--- src/rtl/serial_pattern_tx.sv ---
// Serial pattern transmitter: loads a parallel pattern and shifts it out LSB first with a valid
// strobe and a done pulse. Define SERIAL_PATTERN_TX_PARITY_EN to append an even-parity bit.
module serial_pattern_tx #(
   parameter int unsigned WIDTH = 16,
   parameter int unsigned CNT_W = 5
) (
   input  logic             clk_i,
   input  logic             rst_i,
   input  logic             start_i,
   input  logic [WIDTH-1:0] pattern_i,
   input  logic [CNT_W-1:0] len_i,
   output logic             ready_o,
   output logic             x_o,
   output logic             x_valid_o,
   output logic             done_o,
   output logic [1:0]       ps_o
);

   typedef enum logic [1:0] {
      StIdle  = 2'b00,
      StLoad  = 2'b01,
      StShift = 2'b10,
      StDone  = 2'b11
   } state_e;

   localparam logic [CNT_W-1:0] WidthC = CNT_W'(WIDTH);

   state_e           state_q, state_d;
   logic [WIDTH-1:0] shreg_q, shreg_d;
   logic [CNT_W-1:0] cnt_q, cnt_d;
   logic [CNT_W-1:0] len_eff;
   logic             x_q, x_d;
   logic             x_valid_q, x_valid_d;
   logic             ready_q, ready_d;
   logic             done_q, done_d;
   // Bit and strobe that will be registered onto x_o / x_valid_o at the coming edge.
   logic             bit_nx, valid_nx;
`ifdef SERIAL_PATTERN_TX_PARITY_EN
   logic             par_q, par_d;
   logic             par_sent_q, par_sent_d;
`endif

   assign len_eff = (len_i > WidthC) ? WidthC : len_i;

   always_ff @(posedge clk_i or posedge rst_i) begin
      if (rst_i) begin
         state_q    <= StIdle;
         shreg_q    <= '0;
         cnt_q      <= '0;
         x_q        <= 1'b0;
         x_valid_q  <= 1'b0;
         ready_q    <= 1'b1;
         done_q     <= 1'b0;
`ifdef SERIAL_PATTERN_TX_PARITY_EN
         par_q      <= 1'b0;
         par_sent_q <= 1'b0;
`endif
      end else begin
         state_q    <= state_d;
         shreg_q    <= shreg_d;
         cnt_q      <= cnt_d;
         x_q        <= x_d;
         x_valid_q  <= x_valid_d;
         ready_q    <= ready_d;
         done_q     <= done_d;
`ifdef SERIAL_PATTERN_TX_PARITY_EN
         par_q      <= par_d;
         par_sent_q <= par_sent_d;
`endif
      end
   end

   always_comb begin
      state_d  = state_q;
      shreg_d  = shreg_q;
      cnt_d    = cnt_q;
      bit_nx   = 1'b0;
      valid_nx = 1'b0;
`ifdef SERIAL_PATTERN_TX_PARITY_EN
      par_d      = par_q;
      par_sent_d = par_sent_q;
`endif
      unique case (state_q)
         StIdle: begin
            if (start_i && (len_i != '0)) begin
               state_d = StLoad;
               shreg_d = pattern_i;
               cnt_d   = len_eff;
`ifdef SERIAL_PATTERN_TX_PARITY_EN
               par_d      = 1'b0;
               par_sent_d = 1'b0;
`endif
            end
         end
         StLoad: begin
            state_d  = StShift;
            valid_nx = 1'b1;
         end
         StShift: begin
            if (cnt_q != '0) begin
               valid_nx = 1'b1;
            end else begin
`ifdef SERIAL_PATTERN_TX_PARITY_EN
               if (!par_sent_q) begin
                  par_sent_d = 1'b1;
                  bit_nx     = par_q;
                  valid_nx   = 1'b1;
               end else begin
                  state_d = StDone;
               end
`else
               state_d = StDone;
`endif
            end
         end
         StDone: begin
            state_d = StIdle;
         end
         default: state_d = StIdle;
      endcase

      // A data bit is emitted whenever the counter still holds bits to send.
      if (valid_nx && (cnt_q != '0)) begin
         bit_nx  = shreg_q[0];
         shreg_d = shreg_q >> 1;
         cnt_d   = cnt_q - 1'b1;
`ifdef SERIAL_PATTERN_TX_PARITY_EN
         par_d   = par_q ^ shreg_q[0];
`endif
      end
   end

   always_comb begin
      x_d       = bit_nx & valid_nx;
      x_valid_d = valid_nx;
      ready_d   = (state_d == StIdle);
      done_d    = (state_d == StDone);
   end

   assign ready_o   = ready_q;
   assign x_o       = x_q;
   assign x_valid_o = x_valid_q;
   assign done_o    = done_q;
   assign ps_o      = state_q;

endmodule

--- config.mk ---
export PLATFORM = sky130hd
export DESIGN_NAME = serial_pattern_tx
export DESIGN_NICKNAME = d
export VERILOG_FILES = /design/src/rtl/serial_pattern_tx.sv
export SDC_FILE = /design/constraint.sdc
export NUM_CORES = 1
export LEC_CHECK = 0
export CORE_MARGIN = 2
export CORE_UTILIZATION = 49
export CTS_BUF_LIST = sky130_fd_sc_hd__clkbuf_16
export DETAILED_ROUTE_END_ITERATION = 7
export PLACE_DENSITY = 0.76
export SYNTH_ARGS = -nofsm -noshare
export SYNTH_HDL_FRONTEND = slang
export SYNTH_SLANG_ARGS = --single-unit
--- constraint.sdc ---
create_clock -name clk_i -period 2.3 [get_ports clk_i]
set_input_delay 0.46 -clock clk_i [delete_from_list [all_inputs] [get_ports clk_i]]
set_output_delay 0.46 -clock clk_i [all_outputs]
set_load 0.02 [all_outputs]
# Word-level counts from Yosys, hierarchy flattened

Index checks and enable logic that the tools add are counted.

Add/subtract/negate cells: 1
Magnitude comparators: 1
Equal/unequal tests: 4
Multiplexer cells: 13
Bitwise operators: 1
Reductions and logical operators: 9

Operators with widths:

| operator                                             | number |
|---|---|
| 2-to-1 mux 16 bit                                    | 3 |
| 2-to-1 mux 5 bit                                     | 4 |
| nonzero test 5 bit                                   | 2 |
| case mux 2 bit (4 select lines)                      | 1 |
| == test 2 bit, second input constant                 | 3 |
| greater-than comparator 5 bit, second input constant | 1 |
| subtractor 5 x 1 -> 5 bit, second input constant     | 1 |
| zero test 2 bit                                      | 2 |
| 2-to-1 mux 2 bit                                     | 2 |
| nonzero test 2 bit                                   | 2 |
| == test 2 x 1 -> 1 bit, second input constant        | 1 |
| logical AND 1 bit                                    | 2 |
| 2-to-1 mux 1 bit                                     | 2 |
| case mux 1 bit (2 select lines)                      | 1 |
| AND reduction 2 bit                                  | 1 |
| AND 1 bit                                            | 1 |

Bits in registers: 27
Input port bits: 24
Output and inout port bits: 6
Word-level logic and storage cells: 36

# Depth between registers and ports, before layout

Gate-level depths: netlist of the first run.

Depth in word-level cells: 6
Mapped depth: 8
Gate-level depth less buffers: 6

# Least setup slack after synthesis of the first run

Ideal clock, no wire load.

Path type: register -> register
From: reg cnt_q[0]
To: reg cnt_q[0]
Setup time: 127 ps
Arrival time: 1692 ps
Slack: 482 ps
Cell stages (with the launch flop): 9
Path buffers: 2
Period minus slack after synthesis: 1818 ps
Cell sequence: dfrtp_1 > inv_1 > ha_1 > or4b_4 > and2_4 > buf_6 > buf_6 > a221oi_2 > a21oi_1

Cells in the longest elaborated chain, start to end: 6
Elaborated cells between the ends (all ways): 9
Classes of those cells: 1 x add/sub; 3 x mux; 5 x reduce/logical

Ends and longest elaborated chain:

| what                                 | RTL line | text |
|---|---|---|
| start, declared                      | 30       | `logic [CNT_W-1:0] cnt_q, cnt_d;` |
| start signal, assigned               | 61       | `cnt_q <= cnt_d;` |
| nonzero test 5 bit                   | 100, 123 |  |
| 2-to-1 mux 1 bit                     | 100      | `if (cnt_q != '0) begin` |
| case mux 1 bit (2 select lines)      | 83       | `unique case (state_q)` |
| logical AND 1 bit                    | 123      | `if (valid_nx && (cnt_q != '0)) begin` |
| nonzero test 2 bit (no source line)  | n/a      |  |
| AND reduction 2 bit (no source line) | n/a      |  |

Several ways; a longest one is shown, not always the timed one.
A chain may end at the register's enable or synchronous reset.

# Worst setup path in the final report of the first run

From: in len_i[1]
To: reg shreg_q[4]

Cells in the longest elaborated chain, start to end: 4

Ends and longest elaborated chain:

| what                                 | RTL line | text |
|---|---|---|
| start, declared                      | 11       | `input logic [CNT_W-1:0] len_i,` |
| nonzero test 5 bit                   | 85       | `if (start_i && (len_i != '0)) begin` |
| logical AND 1 bit                    | 85       |  |
| nonzero test 2 bit (no source line)  | n/a      |  |
| AND reduction 2 bit (no source line) | n/a      |  |
| end signal, assigned                 | 60       | `shreg_q <= shreg_d;` |
| end, declared                        | 29       | `logic [WIDTH-1:0] shreg_q, shreg_d;` |

No other way between the ends.

==> flow_metrics.tcl, run 1 <==
set metrics [dict create \
    worstPathArrival_ps 2180 \
    grt_first_pass_wirelength_um 4640 \
    port_buffers 29 \
    outcome "finished clean" \
    fin_util 0.652 \
    worstHoldPathType "reg2reg" \
    ys_warn_count 0 \
    cap_violations 0 \
    min_path_cells 1 \
    h-tree-depth 1 \
    cts_resized 0 \
    synth_area_leaders "dfrtp_1 48%, a21oi_1 13%, nand2_1 5.3%" \
    finalHoldWorstSlack_ps 515 \
    yosysTopAreaCell "dfrtp_1" \
    layout_commonest_cell "a21oi_1" \
    die_area_um2 3180 \
    ys_types 33 \
    grt_usage 0.182 \
    dp_hpwl_um 1970 \
    cts.root.buffer_cell "clkbuf_16" \
    dr_total_vias 1128 \
    final_cell_mix "36 x a21oi_1, 29 x clkdlybuf4s50_1, 26 x dfrtp_1" \
    period_share 0.884 \
    fin_ws_ps 267 \
    fillers 232 \
    postCtsSetupRepairBufs 0 \
    syn-num-nets 171 \
    power.density_nw_per_um2 1450 \
    place_congestion 0.708 \
    grt.overflow.total 0 \
    coreArea_um2 2690 \
    fin_skew_ps 8.99 \
    hold_start "cnt_q[4]" \
    grt_max_degree 28 \
    wl_per_cell_um 13.2 \
    rsz0062_at_grt "false" \
    post-route-drc-count 0 \
    clkLatencyLatePin_ps 260 \
    crit_path_end_kind "flip-flop" \
    setup_violations 0 \
    cp.required_ps 2440 \
    drt_first_pass_iters 4 \
    yosysSeqAreaShare 0.503 \
    antenna_found_initial 0 \
    synth_top_area_share 0.483 \
    diodes 0 \
    cts.sinks 27 \
    cts_max_path_buffers 2 \
    pre_cts_ws_ps -5.22 \
    hold_violations 0 \
    fmax_mhz 492 \
    max_slew.worst_pin.slew_ps 386 \
    slew_headroom 0.742 \
    finalMaxSlewViolations 0 \
    syn_area_per_cell_um2 9.41 \
    grt_pass1_vias 1066 \
    io_pins 30 \
    p_leak_uw 0.000757 \
    die_w_um 56.4 \
    layout-drive-gt1-share 0.0977 \
    drt-initial-drc-count 41 \
    period_needed_ps 2030 \
    cts_buffers 3 \
    syn_area_um2 1350 \
    die_y_um 56.4 \
    finalPower_uw 2540 \
    r2r-start "cnt_q[0]" \
    critPathMaxFanout 8 \
    nets 203 \
    routed_via_density 5.50 \
    worstSetupPathType "in2reg" \
    area_growth_pct 30.1 \
    ctsHoldBuffers 0 \
    rows 19 \
    cts_tree "done" \
    startpoint "len_i[1]" \
    start_util 0.501 \
    ys_ff_latch 27 \
    ir_drop_v 0.000832 \
    start_kind "primary input" \
    antenna_left 0 \
    path_clk_slew_ps 60 \
    rr_worst_depth 6 \
    totalWireLength_um 2700 \
    synth_cells 143 \
]
[state kept, by name, indices dropped and copies added, names as in the netlist]
| name | cells |
|---|---|
| done_o | 1 |
| ps_o | 2 |
| x_o | 1 |
| cnt_q | 5 |
| x_valid_o | 1 |
| shreg_q | 16 |
| ready_o | 1 |
[stage by stage]
stage | cells | cell area (um^2) | setup TNS, ps
floorplan | 143 | 1350 | 0
CTS | 205 | 1750 | 0
global placement | 201 | 1670 | 0
finish | 205 | 1750 | 0
detailed placement | 201 | 1670 | -7.48
global route | 205 | 1750 | 0
[cells by family (layout without fill, tap and decap cells)]
| logic type | Yosys count | after routing | synth area share |
|---|---|---|---|
| compound gates | 47 | 47 | 0.217 |
| fa+ha+maj | 4 | 4 | 0.0372 |
| buf+inv | 12 | 43 | 0.0558 |
| flops | 27 | 27 | 0.503 |
| simple gates | 53 | 53 | 0.188 |
[cells in the mapped netlist]
library cell and n:
a221oi_1 1, and2_1 1, nand2_2 1, o21a_1 1
or2_2 1, or4b_4 1, nand3_1 1, o311a_1 1
and3_1 1, nand2_1 19, o311ai_1 1, buf_2 3
buf_6 3, o21ai_0 2, ha_1 4, nor4b_1 1
a31oi_1 1, dfstp_2 1, nand2b_1 1, or3_1 1
a21oi_1 36, o22a_1 1, a221oi_2 1, or3_4 1
o311ai_4 1, nor2_1 17, nor2b_1 2, nor3_1 4
inv_1 5, a32o_1 1, buf_4 1, dfrtp_1 26
and2_4 1
[final cells by class]
| class | count | area [um^2] | share of cell area |
|---|---|---|---|
| inverters | 5 | 18.8 | 0.0107 |
| clock inverters | 1 | 7.51 | 0.00429 |
| clock buffers | 3 | 75.1 | 0.0429 |
| repair buffers | 34 | 340 | 0.194 |
| flip-flops and latches | 27 | 677 | 0.386 |
| multi-input cells | 104 | 594 | 0.339 |
| well taps | 31 | 38.8 | 0.0221 |
[critical path: stages]
cell and delay (ps):
clkdlybuf4s50_1 430, or3_4 410, o311a_1 430, buf_4 210, a21oi_1 140, a21oi_1 90
[report_power, final]
part           total, uW  leakage [uW]  switching (uW)  internal (uW)
Combinational       1270      0.000401             712            554
Sequential           871      0.000319             143            729
Clock                401     0.0000371             165            236
[layer usage]
layer,global-route usage,routed length (um)
met1,0.233,1210
met2,0.316,1350
met4,0.0510,21
met3,0.0346,120
met5,0,0
[final timing paths]
path | end | slack (ps)
setup / recovery | shreg_q[4] | 270
max in group asynchronous | ready_o | 1440
min in group asynchronous | shreg_q[13] | 550
setup reg to reg | cnt_q[2] | 370
hold reg to reg | cnt_q[4] | 520
hold / removal | cnt_q[4] | 520
No activity file was read; power rests on OpenSTA's default activity.
==> run 2: changes to the inputs <==
--- a/config.mk
+++ b/config.mk
@@ -9,6 +9,7 @@
 export CORE_UTILIZATION = 49
 export CTS_BUF_LIST = sky130_fd_sc_hd__clkbuf_16
 export DETAILED_ROUTE_END_ITERATION = 7
+export GPL_TIMING_DRIVEN = 0
 export PLACE_DENSITY = 0.76
 export SYNTH_ARGS = -nofsm -noshare
 export SYNTH_HDL_FRONTEND = slang
==> flow_metrics.tcl, run 2 (synthesis gave the netlist of run 1 again) <==
set metrics [dict create \
    cp.required_ps 2450 \
    top_register "shreg_q" \
    layout-drive-gt1-share 0.108 \
    critPathMaxFanout 10 \
    grt.overflow.total 0 \
    power.density_nw_per_um2 1490 \
    postCtsSetupRepairBufs 0 \
    ir_drop_v 0.000981 \
    fin_ws_ps 303 \
    path_clk_slew_ps 70 \
    cts.sinks 27 \
    finalHoldWorstSlack_ps 517 \
    diodes 0 \
    hold_start "cnt_q[4]" \
    fin_util 0.653 \
    setup-tns-final_ps 0 \
    rr_worst_depth 8 \
    dr_total_vias 1146 \
    port_buffers 29 \
    h-tree-depth 1 \
    finalPower_uw 2610 \
    grt_max_degree 28 \
    largest_reg_flops 16 \
    fin_skew_ps 3.45 \
    cts_resized 0 \
    min_path_cells 1 \
    drt_first_pass_iters 4 \
    drt-initial-drc-count 28 \
    totalWireLength_um 2900 \
    die_area_um2 3180 \
    start_kind "flip-flop" \
    wl_per_cell_um 14.0 \
    antenna_left 0 \
    r2r-start "cnt_q[0]" \
    nets 205 \
    rrSetupSlack_ps 300 \
    grt_first_pass_wirelength_um 5000 \
    clkLatencyLatePin_ps 260 \
    pre_cts_ws_ps 5.84 \
    rsz0062_at_grt "false" \
    place_congestion 0.833 \
    hold_violations 0 \
    io_pins 30 \
    antenna_found_initial 0 \
    cts_tree "done" \
    coreArea_um2 2690 \
    area_growth_pct 30.4 \
    routed_via_density 5.54 \
    layout_commonest_cell "a21oi_1" \
    final_cell_mix "36 x a21oi_1, 29 x clkdlybuf4s50_1, 26 x dfrtp_1" \
    period_needed_ps 2000 \
    fillers 236 \
    grt_usage 0.199 \
    start_util 0.501 \
    worstPathArrival_ps 2150 \
    crit_path_end_kind "flip-flop" \
    die_y_um 56.4 \
    period_share 0.868 \
    rows 19 \
    worstHoldPathType "reg2reg" \
    slew_headroom 0.334 \
    dp_hpwl_um 2130 \
    p_leak_uw 0.000770 \
    finalMaxSlewViolations 0 \
    post-route-drc-count 0 \
    cts_buffers 3 \
    max_slew.worst_pin.slew_ps 998 \
    die_w_um 56.4 \
    rr_endpoint "shreg_q[6]" \
    outcome "finished clean" \
    setup_violations 0 \
    ctsHoldBuffers 0 \
    cap_violations 0 \
    grt_pass1_vias 1140 \
    hold_end "cnt_q[4]" \
    fmax_mhz 501 \
    worstSetupPathType "reg2reg" \
    cts_max_path_buffers 2 \
    cts.root.buffer_cell "clkbuf_16" \
]
[run 2: power by group]
| part | switching, uW | total [uW] | leakage [uW] | internal, uW |
|---|---|---|---|---|
| registers | 140 | 869 | 0.000319 | 729 |
| clock network | 168 | 403 | 0.0000409 | 235 |
| logic | 736 | 1340 | 0.000410 | 607 |
| total | 1040 | 2610 | 0.000770 | 1570 |
[run 2: worst max-delay path by stage]
stage	from	endpoint	slack, ps
6_report	cnt_q[0]	shreg_q[6]	300
5_1_grt	len_i[0]	shreg_q[5]	190
4_1_cts	len_i[0]	shreg_q[5]	280
3_5_place_dp	len_i[0]	shreg_q[5]	6
3_3_place_gp	len_i[0]	shreg_q[10]	50
2_1_floorplan	cnt_q[0]	cnt_q[0]	480
[run 2: final cells by class]
type,instances,area (um^2),share of cell area
clock inverter,1,5.00,0.00285
multi-input combinational,104,594,0.339
inverter,5,18.8,0.0107
clock buffer,3,75.1,0.0428
sequential,27,677,0.386
buffer,7,56.3,0.0321
tap,31,38.8,0.0221
timing repair buffer,29,290,0.165
[run 2: layer usage]
metal | routed length, um | track usage
met1 | 1270 | 0.241
met2 | 1510 | 0.355
met3 | 80 | 0.0346
met4 | 40 | 0.0714
met5 | 0 | 0
[run 2: worst max-delay path, stage by stage, from the launching register on]
cell and delay [ps]:
dfrtp_1 420, inv_1 70, ha_1 200, or4b_4 520
and2_4 160, buf_6 120, buf_4 160, a21oi_1 140
a21oi_1 90
[run 2: per-stage QoR]
stage          std cells  area (um^2)
6_report             207         1760
2_1_floorplan        143         1350
3_5_place_dp         203         1680
4_1_cts              207         1760
3_3_place_gp         203         1680
5_1_grt              207         1760
